`src/rtl/hpdmc_ddrwr_seq.sv`:
```
// rtl/hpdmc_ddrwr_seq.sv - DDR write-burst sequencer feeding ODDR2 DQ/DM/DQS banks
module hpdmc_ddrwr_seq #(
    parameter int DQBITS       = 32,
    parameter int BURST_CYCLES = 4,
    parameter int WL           = 1
) (
    input  logic                    sys_clk,
    input  logic                    sys_rst,
    input  logic                    start,
    output logic                    busy,
    output logic                    done,
    output logic                    underrun,
    input  logic [2*DQBITS-1:0]     wr_data,
    input  logic [2*DQBITS/8-1:0]   wr_mask,
    input  logic                    wr_valid,
    output logic                    wr_ready,
    output logic [DQBITS-1:0]       dq_rise,
    output logic [DQBITS-1:0]       dq_fall,
    output logic [DQBITS/8-1:0]     dm_rise,
    output logic [DQBITS/8-1:0]     dm_fall,
    output logic                    dqs_rise,
    output logic                    dqs_fall,
    output logic                    dq_oe,
    output logic                    dqs_oe
);
    localparam int MW = DQBITS / 8;
    localparam logic [2:0] WL_M1     = 3'((WL > 0) ? WL - 1 : 0);
    localparam logic [2:0] LAST_BEAT = 3'(BURST_CYCLES - 1);

    typedef enum logic [2:0] {
        S_IDLE,
        S_LATENCY,
        S_PREAMBLE,
        S_DATA,
        S_POSTAMBLE
    } state_t;

    state_t     state, state_nx;
    logic [2:0] lat_cnt, lat_cnt_nx;
    logic [2:0] beat, beat_nx;
    logic       take, starve, accept;

    always_comb begin
        state_nx   = state;
        lat_cnt_nx = lat_cnt;
        beat_nx    = beat;
        case (state)
            S_IDLE: begin
                if (start) begin
                    lat_cnt_nx = WL_M1;
                    beat_nx    = '0;
                    state_nx   = (WL == 0) ? S_PREAMBLE : S_LATENCY;
                end
            end
            S_LATENCY: begin
                if (lat_cnt == '0) state_nx = S_PREAMBLE;
                else               lat_cnt_nx = lat_cnt - 3'd1;
            end
            S_PREAMBLE: begin
                beat_nx  = '0;
                state_nx = S_DATA;
            end
            S_DATA: begin
                if (beat == LAST_BEAT) state_nx = S_POSTAMBLE;
                else                   beat_nx  = beat + 3'd1;
            end
            S_POSTAMBLE: state_nx = S_IDLE;
            default:     state_nx = S_IDLE;
        endcase
    end

    // Ready runs one cycle ahead of DATA so each word is on the pins the cycle after it is taken.
    assign wr_ready = (state == S_PREAMBLE) || ((state == S_DATA) && (beat != LAST_BEAT));
    assign take     = wr_ready && wr_valid;
    assign starve   = wr_ready && !wr_valid;
    assign accept   = (state == S_IDLE) && start;

    always_ff @(posedge sys_clk) begin
        if (sys_rst) begin
            state    <= S_IDLE;
            lat_cnt  <= '0;
            beat     <= '0;
            busy     <= 1'b0;
            done     <= 1'b0;
            underrun <= 1'b0;
            dq_rise  <= '0;
            dq_fall  <= '0;
            dm_rise  <= '0;
            dm_fall  <= '0;
            dqs_rise <= 1'b0;
            dqs_fall <= 1'b0;
            dq_oe    <= 1'b0;
            dqs_oe   <= 1'b0;
        end else begin
            state    <= state_nx;
            lat_cnt  <= lat_cnt_nx;
            beat     <= beat_nx;
            busy     <= (state_nx != S_IDLE);
            done     <= (state_nx == S_POSTAMBLE);
            dqs_rise <= (state_nx == S_DATA);
            dqs_fall <= 1'b0;
            dq_oe    <= (state_nx == S_DATA);
            dqs_oe   <= (state_nx == S_PREAMBLE) || (state_nx == S_DATA) ||
                        (state_nx == S_POSTAMBLE);
            if (accept)      underrun <= 1'b0;
            else if (starve) underrun <= 1'b1;
            // A starved beat still goes out, fully masked, to keep DRAM timing intact.
            if (state_nx == S_DATA) begin
                dq_rise <= take ? wr_data[2*DQBITS-1:DQBITS] : '0;
                dq_fall <= take ? wr_data[DQBITS-1:0]        : '0;
                dm_rise <= take ? wr_mask[2*MW-1:MW]         : '1;
                dm_fall <= take ? wr_mask[MW-1:0]            : '1;
            end else begin
                dq_rise <= '0;
                dq_fall <= '0;
                dm_rise <= '0;
                dm_fall <= '0;
            end
        end
    end
endmodule

```
`config.mk`:
```
export PLATFORM = sky130hd
export DESIGN_NAME = hpdmc_ddrwr_seq
export DESIGN_NICKNAME = d
export VERILOG_FILES = /design/src/rtl/hpdmc_ddrwr_seq.sv
export SDC_FILE = /design/constraint.sdc
export NUM_CORES = 1
export LEC_CHECK = 0
export ABC_AREA = 1
export BUFFER_PORTS_ARGS = -buffer_cell sky130_fd_sc_hd__buf_2
export CORE_MARGIN = 4
export CORE_UTILIZATION = 43
export CTS_CLUSTER_SIZE = 25
export DETAILED_ROUTE_END_ITERATION = 6
export PLACE_DENSITY = 0.8
export SETUP_SLACK_MARGIN = 0.2
export SYNTH_ARGS = -nofsm -noshare
export SYNTH_HDL_FRONTEND = slang
export SYNTH_SLANG_ARGS = --single-unit
```
`constraint.sdc`:
```
create_clock -name sys_clk -period 1.5 [get_ports sys_clk]
set_input_delay 0.15 -clock sys_clk [delete_from_list [all_inputs] [get_ports sys_clk]]
set_output_delay 0.15 -clock sys_clk [all_outputs]
set_load 0.05 [all_outputs]
```
# Word-level counts from Yosys, hierarchy flattened
# Cells that the tools add are included.
# totals
reg_bits	86
in_bits	76
output_inout_bits	80
word_cells	56
# op_classes
n_addsub	2
n_eq_ne	11
n_mux	11
n_bitwise	2
n_reduce_logical	18
# ops
cell	count
3-bit 2-to-1 mux	6
3-bit by 2-bit equality test with 1-bit output (second input constant)	5
3-bit one-hot mux with 4 select lines	1
3-bit one-hot mux with 3 select lines	1
4-bit 2-to-1 mux	2
3-bit zero test	2
2-bit != test (second input constant)	3
3-bit one-hot mux with 2 select lines	1
3-bit AND reduction	2
3-bit nonzero test	2
1-bit logical AND	4
2-bit OR reduction	2
3-bit by 1-bit adder with 3-bit output (second input constant)	1
3-bit by 1-bit equality test with 1-bit output (second input constant)	1
3-bit equality test (second input constant)	1
1-bit logical OR	3
3-bit by 2-bit != test with 1-bit output (second input constant)	1
3-bit OR reduction	1
3-bit by 1-bit subtractor with 3-bit output (second input constant)	1
1-bit inverter	2
2-bit nonzero test	1
1-bit zero test	1

# Logic depth before layout (Yosys ltp)
# Gate-level depths: netlist of run 1.
# depth
depth_word	6
mapped_depth	9
mapped_depth_nobuf	9

# Least setup slack after synthesis of run 1
# Ideal clock, no wire load.
# synth_timing
kind	register to register
from	register beat[0]
to	register underrun
setup_ps	70
arrival_ps	1448
t_required_ps	1430
setup_slack_ps	-17
stages_incl_launch_ff	9
n_path_buf	1
period_less_slack_ps	1517
cell_sequence	dfxtp_1 > ha_1 > ha_1 > nand2_1 > nand3_1 > inv_2 > buf_2 > nand2_1 > a21oi_1
# synth_between
elab_chain_cells	4
# synth_lines
item	line	text
from (decl)	40	logic [2:0] beat, beat_nx;
from (signal assigned)	97	beat <= beat_nx;
3-bit by 2-bit != test with 1-bit output	73	assign wr_ready = (state == S_PREAMBLE) || ((state == S_DATA) && (beat != LAST_BEAT));
1-bit logical AND	73	
1-bit logical OR	73	
named net wr_ready	16	output logic wr_ready,
1-bit logical AND	75	assign starve = wr_ready && !wr_valid;
to (signal assigned)	85	underrun <= 1'b0;
to (signal assigned)	105	if (accept) underrun <= 1'b0;
to (signal assigned)	106	else if (starve) underrun <= 1'b1;
to (decl)	12	output logic underrun,
# The timed path passes the listed nets, and every way through them passes these cells.
# A chain may end at the register's enable or synchronous reset.

# Worst setup path in the final report of run 1
# layout_timing
from	register beat[0]
to	output port wr_ready
# layout_between
elab_chain_cells	3
# layout_lines
item	line
3-bit by 2-bit != test with 1-bit output	73
1-bit logical AND	73
1-bit logical OR	73
to (decl)	16
# No other way between the ends.

==> results of run 1 <==
[worst reg2reg max path: stages (launching register included)]
cell and delay (ns):
dfxtp_2 0.35, ha_4 0.17, ha_4 0.16, nand2_4 0.06
nand3_4 0.08, inv_4 0.08, buf_6 0.12, nand3_4 0.10
buf_12 0.20, nor2_1 0.11
[cell families after synthesis]
| group | Yosys count | synth area share (%) |
|---|---|---|
| XOR/XNOR | 1 | 0.325 |
| buffers and inverters | 96 | 14.0 |
| AND/OR/NAND/NOR | 106 | 15.8 |
| flip-flops | 86 | 63.9 |
| adder cells (fa/ha/maj) | 4 | 1.86 |
| AO/OA/AOI/OAI | 17 | 3.90 |
| other | 1 | 0.139 |
[state kept, by name, indices dropped and copies added (netlist names)]
name      count
dm_rise       4
beat          3
dq_fall      32
dq_oe         1
busy          1
dm_fall       4
done          1
state         3
dqs_oe        1
dq_rise      32
underrun      1
lat_cnt       3
[how the worst max path moves through the flow]
stage / startpoint / end / slack [ns] / cells past startpoint
floorplan: beat[0] / dq_fall[10] / 0.20 / 8
global placement: beat[0] / busy / 0.13 / 9
detailed placement: beat[0] / busy / 0.07 / 9
CTS: beat[0] / wr_ready / -0.0009 / 6
global route: beat[0] / dq_rise[7] / -0.06 / 9
finish: beat[0] / wr_ready / -0.02 / 6
[layer usage]
layer | share of wire, % | routed length, microns | global-route usage (%) | vias to the layer above
met1 | 37 | 2510 | 18.1 | 1045
met3 | 9.2 | 630 | 4.54 | 15
met5 | 0 | 0 | 0 | -
met2 | 52 | 3550 | 33.7 | 102
li1 | - | - | - | 1219
met4 | 1.9 | 133 | 7.53 | 0
[power by group through the flow]
stage / clock, uW / combinational [uW] / sequential [uW]
after floorplan: 0 / 316 / 2780
after CTS: 1450 / 971 / 2440
after global placement: 0 / 836 / 2480
final: 1400 / 986 / 2440
after detailed placement: 0 / 848 / 2480
after global routing: 1550 / 1060 / 2450
[through the flow]
step | TNS [ns] | std cells | total power [uW] | util [%] | hold WS [ns]
after global placement | 0 | 532 | 3320 | 59.4 | 0.362
after global routing | -1.45 | 559 | 5050 | 65.8 | 0.00387
after floorplan | 0 | 311 | 3100 | - | 0.234
after CTS | -0.000852 | 559 | 4850 | 65.7 | 0.0000507
after detailed placement | 0 | 532 | 3330 | 59.4 | 0.369
final | -0.0170 | 559 | 4820 | 65.8 | 0.0143
[cell usage after synthesis (2+ instances only)]
master / instances
buf_2: 8
ha_1: 4
dfxtp_1: 86
inv_1: 83
o211ai_1: 8
nor2_1: 77
nand3_1: 7
nand2_1: 19
nand4_1: 2
buf_4: 2
a21oi_1: 8
[area by class of cell]
cell class                      count  share of cell area (%)
Clock buffer                       13                    3.78
Clock inverter                      3                   0.508
Inverter                           85                    8.22
Multi-Input combinational cell    129                    17.5
Sequential cell                    86                    43.7
Tap cell                           75                    2.38
Timing Repair Buffer              168                    23.9
[repair_timing]
action,CTS,global route
resized for setup,33,2
hold endpoints to repair,6,0
pin swaps,2,0
endpoints found under the setup margin,82,85
setup buffers,4,0
hold buffers,6,0
cloned,1,0
==> flow_summary.toml, run 1 <==
[placement]
gp_congestion = 0.841
place_area_sq_um = 3560
place_ws_ns = 0.0744
io_buffers = 154
hpwl_mm = 4.79

[global_routing]
grt_pass1_wl_mm = 10.5
overflow = 0
gr-usage-all-layers_pct = 17.7
grt_max_degree = 38
grt_pass1_vias = 2330
antenna_found_initial = 0

[outcome]
violations = "negative setup slack"
status = "complete, but fails checks"

[synthesis]
synth_nets = 391
synth-main-ff-cell = "dfxtp_1"
synth_area_leaders = "dfxtp_1 64%, inv_1 12%, nor2_1 11%, nand2_1 2.6%, o211ai_1 2.2%"
syn_area_sq_um = 2690
syn_inst = 311
ys_ff_latch = 86
yosysWarnings = 0
synth_edf_count = 0
synth_top_cell_area_share_pct = 63.9
async_flop_share_pct = 0
ys_types = 18
ys_seq_area_share_pct = 63.9
syn_avg_cell_area_sq_um = 8.66
synth_top_area_cell = "dfxtp_1"

[die]
dieArea_sq_um = 7590
num_rows = 28
core_area_sq_um = 5990
ioPinCount = 156
die_h_microns = 87.1
dieWidth_microns = 87.1
initial_core_util_pct = 44.9

[final_layout]
stdcell_area_sq_um = 3940
multiInputGateArea_sq_um = 691
final_nets = 559
final_common_cell = "buf_2"
antennaDiodeCount = 0
drive_gt1_share_pct = 41.3
ff_latch_area_sq_um = 1720
area_growth_syn_to_layout_pct = 46.4
n_fill_cell = 517
layout_common_cells = "153 x buf_2, 84 x dfxtp_1, 82 x inv_1, 65 x nor2_1, 16 x nand2_1"

[routing]
vias = 2381
remaining_drc_errors = 0
first_pass_iters = 4
drt_wl_total_mm = 6.83
avgViaCountPerCell = 4.26
wl_per_cell_microns = 12.2
ant_nets = 0
dr.first_iter.drc_count = 46

[power]
power_frac_clock_pct = 29.0
p_int_uw = 3350
p_sw_uw = 1470
ir_drop_v = 0.000813
power_density_nw_per_um2 = 1220
sw_frac_of_total_pct = 30.5
leakagePower_uw = 0.00232
combPwrFrac_pct = 20.4
seq_power_share_pct = 50.6

[timing]
final-hold-violation-count = 0
fin_skew_ns = 0.00980
fin_crit_sh_pct = 101
rsz0062_at_grt = "true"
maxSlewViolCount = 0
period_minus_slack_ns = 1.52
setup_viol = 1
fmax_mhz = 659
layout_setup_ws_ns = -0.0170

[setup_path]
rrSetupSlack_ns = 0.01
cp_data_required_time_ns = 1.35
critPathTopFamily = "flip-flops"
path_class = "flip-flop to output port"
worst_path_largest_cell_delay_ns = 0.35
endpoint_kind = "output port"
start_kind = "flip-flop"
reg2reg_depth = 9
cp_num_buf_inv = 2
r2r-start = "beat[0]"
cp_cell_sequence = "ha_4 -> ha_4 -> nand2_4 -> nand3_4 -> inv_4 -> buf_8"
worstPathArrival_ns = 1.37
crit_path_frequent_cell = "ha_4"
r2r_end = "dq_rise[25]"
crit_slowest_cell = "dfxtp_2"
cp_max_fo = 3

[clock_tree]
cts.htree.levels = 3
tritoncts = "done"
clk_pin_slew_ns = 0.08
root_buffer = "clkbuf_8"
cts_sinks = 86
cts_made_buffers = 9
clock_path_buffers = 2
worstSkewPairLatency_ns = 0.34

[worst_hold_path]
hold_path_end = "dq_fall[14]"
hold_path_depth = 3
min_path_type = "input pin to flip-flop"
holdCritStartpoint = "wr_data[14]"

[flow_run]
drv_cap = 0
(Power assumes the default switching activity.)
==> run 2: changes to the inputs <==
--- a/config.mk
+++ b/config.mk
@@ -6,12 +6,12 @@
 export NUM_CORES = 1
 export LEC_CHECK = 0
 export ABC_AREA = 1
-export BUFFER_PORTS_ARGS = -buffer_cell sky130_fd_sc_hd__buf_2
 export CORE_MARGIN = 4
-export CORE_UTILIZATION = 43
+export CORE_UTILIZATION = 60
 export CTS_CLUSTER_SIZE = 25
 export DETAILED_ROUTE_END_ITERATION = 6
-export PLACE_DENSITY = 0.8
+export DONT_BUFFER_PORTS = 1
+export PLACE_DENSITY = 0.77
 export SETUP_SLACK_MARGIN = 0.2
 export SYNTH_ARGS = -nofsm -noshare
 export SYNTH_HDL_FRONTEND = slang
==> run 2 against run 1 <==
The run now fails in global routing. Synthesized area did not move. Synthesized cell count did not move.
==> flow_summary.toml, run 2 <==
[outcome]
status = "did not finish"
lastStage = "global routing"
error = "[ERROR DPL-0038] Utilization greater than 100%, impossible to legalize"

[die]
ioPinCount = 156
dieWidth_microns = 75.0
die_h_microns = 75.0
num_rows = 24
initial_core_util_pct = 61.8

[synthesis]
synth_top_area_cell = "dfxtp_1"
async_flop_share_pct = 0
ys_top_cells_by_count = "86 x dfxtp_1, 83 x inv_1, 77 x nor2_1"
synth_top_cell_area_share_pct = 63.9
synth_edf_count = 0
syn_area_sq_um = 2690
synth_fa_ha_area_share_pct = 1.86
syn_avg_cell_area_sq_um = 8.66
ys_types = 18
synth_area_leaders = "dfxtp_1 64%, inv_1 12%, nor2_1 11%, nand2_1 2.6%, o211ai_1 2.2%"
synth-xor-area-share_pct = 0.325
ys_ff_latch = 86
synth_simple_gate_area_share_pct = 15.8
ys_seq_area_share_pct = 63.9
syn_inst = 311
post-synth-top-count-cell = "dfxtp_1"
synth_top_family_by_area = "simple AND/OR/NAND/NOR gates"
synth_compound_gate_area_share_pct = 3.90
synth-main-ff-cell = "dfxtp_1"
yosysWarnings = 0
synth_nets = 391
synth.area.mux_share_pct = 0

[placement]
place_ws_ns = 0.0786
gp_congestion = 0.731
io_buffers = 0
hpwl_mm = 4.18

[clock_tree]
root_buffer = "clkbuf_8"
cts_made_buffers = 9
cts_sinks = 86
clock_path_buffers = 2
cts.htree.levels = 3

[timing]
repair-timing-grt-worst-ep = "dq_fall[12]$_SDFF_PP0_/D"
worst_path_end_type = "register data pin"

[global_routing]
grt_max_degree = 34
## run 2: kinds of logic after synthesis
| family | after synthesis |
|---|---|
| buf+inv | 96 |
| xor+xnor | 1 |
| compound gates | 17 |
| simple gates | 106 |
| other cells | 1 |
| flops | 86 |
| fa+ha+maj | 4 |
## run 2: repair_timing
item / in CTS
gates resized for setup: 38
hold buffers: 73
setup endpoints to repair: 81
endpoints found under the hold margin: 83
cloned: 1
setup buffers: 3
## run 2: per-stage QoR
| step | utilization (%) | instance area (sq um) | setup TNS [ns] | instances |
|---|---|---|---|---|
| after floorplan | - | 2750 | 0 | 311 |
| after detailed placement | 63.8 | 2780 | 0 | 356 |
| after global placement | 63.8 | 2780 | 0 | 356 |
| after CTS | 88.4 | 3850 | -0.00243 | 448 |
==> run 3: changes to the inputs <==
--- a/config.mk
+++ b/config.mk
@@ -7,12 +7,10 @@
 export LEC_CHECK = 0
 export ABC_AREA = 1
 export CORE_MARGIN = 4
-export CORE_UTILIZATION = 60
-export CTS_CLUSTER_SIZE = 25
+export CORE_UTILIZATION = 40
 export DETAILED_ROUTE_END_ITERATION = 6
 export DONT_BUFFER_PORTS = 1
-export PLACE_DENSITY = 0.77
-export SETUP_SLACK_MARGIN = 0.2
+export PLACE_DENSITY_LB_ADDON = 0.15
 export SYNTH_ARGS = -nofsm -noshare
 export SYNTH_HDL_FRONTEND = slang
 export SYNTH_SLANG_ARGS = --single-unit
==> run 3 against run 2 <==
The flow now finishes, with violations (negative setup slack).
==> flow_summary.toml, run 3 (synthesis gave the netlist of run 1 again) <==
[global_routing]
grt_pass1_vias = 2141
grt_pass1_wl_mm = 10.8
antenna_found_initial = 0
overflow = 0
grt_max_degree = 35
gr-usage-all-layers_pct = 16.9

[final_layout]
reg_top3 = "dq_fall (32), dq_rise (32)"
layout_common_cells = "84 x dfxtp_1, 82 x inv_1, 73 x dlygate4sd3_1, 66 x nor2_1, 17 x nand2_1"
ff_latch_area_sq_um = 1720
area_growth_syn_to_layout_pct = 45.0
final_common_cell = "dfxtp_1"
antennaDiodeCount = 0
drive_gt1_share_pct = 12.4
final_nets = 477
utilization_pct = 60.4
multiInputGateArea_sq_um = 661
n_fill_cell = 528
final_cells = 479

[timing]
period_minus_slack_ns = 1.52
rsz0062_at_grt = "true"
fin_hold_ws_ns = 0.112
finalSetupTns_ns = -0.0200
fin_crit_sh_pct = 101
layout_setup_ws_ns = -0.0200
maxSlewViolCount = 0
maxSlewHeadroom_pct = 65.6
final-hold-violation-count = 0
setup_viol = 1
fin_skew_ns = 0.00475
fmax_mhz = 658
worst_pin_slew_ns = 0.516

[placement]
io_buffers = 0
gp_congestion = 0.760
place_inst = 386
hpwl_mm = 4.28

[flow_run]
drv_cap = 0

[power]
ir_drop_v = 0.000649
p_total_uw = 5030
power_density_nw_per_um2 = 1290
leakagePower_uw = 0.00191

[clock_tree]
root_buffer = "clkbuf_8"
cts.htree.levels = 3
clk_pin_slew_ns = 0.08
clock_path_buffers = 2
worstSkewPairLatency_ns = 0.34
cts_sinks = 86
tritoncts = "done"
cts_made_buffers = 9

[routing]
drt_wl_total_mm = 6.92
ant_nets = 0
vias = 2115
dr.first_iter.drc_count = 48
first_pass_iters = 4
remaining_drc_errors = 0
avgViaCountPerCell = 4.42
wl_per_cell_microns = 14.5

[die]
dieArea_sq_um = 8110
dieWidth_microns = 90.0
die_h_microns = 90.0
initial_core_util_pct = 41.7
ioPinCount = 156
num_rows = 29
core_area_sq_um = 6460

[outcome]
status = "complete, but fails checks"
violations = "negative setup slack"

[setup_path]
cp_max_fo = 6
endpoint_kind = "output port"
r2r-start = "beat[1]"
cp_data_required_time_ns = 1.35
start_kind = "flip-flop"
crit_start = "beat[1]"
worstPathArrival_ns = 1.37
path_class = "flip-flop to output port"

[worst_hold_path]
min_path_type = "input pin to flip-flop"
holdCritStartpoint = "wr_valid"
[run 3: area by class of cell]
| type | count | area share [%] |
|---|---|---|
| flip-flops and latches | 86 | 44.2 |
| repair buffers | 86 | 22.9 |
| multi-input cells | 129 | 16.9 |
| inverters | 85 | 8.24 |
| clock buffers | 10 | 3.53 |
| well taps | 77 | 2.47 |
| clock inverters | 6 | 1.76 |
[run 3: what timing repair did]
item,CTS,global route
endpoints found under the setup margin,3,75
cloned,1,0
endpoints found under the hold margin,84,0
gates resized for setup,7,20
hold buffers,73,0
setup buffers,3,0
pin swaps,1,4
[run 3: routing by layer]
metal  track usage, %  share of wire (%)  up-vias
met2             30.1                 53      111
met5                0                  0        -
met3             6.76                7.6       12
met4             7.65                2.2        0
met1             17.4                 37      937
li1                 -                  -     1055
[run 3: power by group]
group / switching (uW) / internal, uW / leakage (uW)
Sequential: 344 / 2390 / 0.000697
Combinational: 330 / 331 / 0.00111
Clock: 814 / 827 / 0.000103
[run 3: final timing paths]
path	endpoint	slack, ns	depth (start not counted)
max	wr_ready	-0.02	6
min	dq_fall[21]	0.11	3
max reg2reg	dq_rise[8]	0.04	9
min reg2reg	beat[1]	0.49	2
[run 3: metrics by stage]
stage	instance area (sq um)	setup WS, ns
2_1_floorplan	2700	0.0950
3_3_place_gp	2820	0.0617
3_5_place_dp	2820	0.0117
4_1_cts	3830	-0.0780
5_1_grt	3900	-0.109
6_report	3900	-0.0200
[run 3: worst max-delay path, cell delays in order, from the launching register on]
cell and delay [ns]:
dfxtp_2 0.34, ha_4 0.16, ha_4 0.15, nand2_2 0.05
nand3_2 0.07, inv_2 0.10, buf_12 0.15
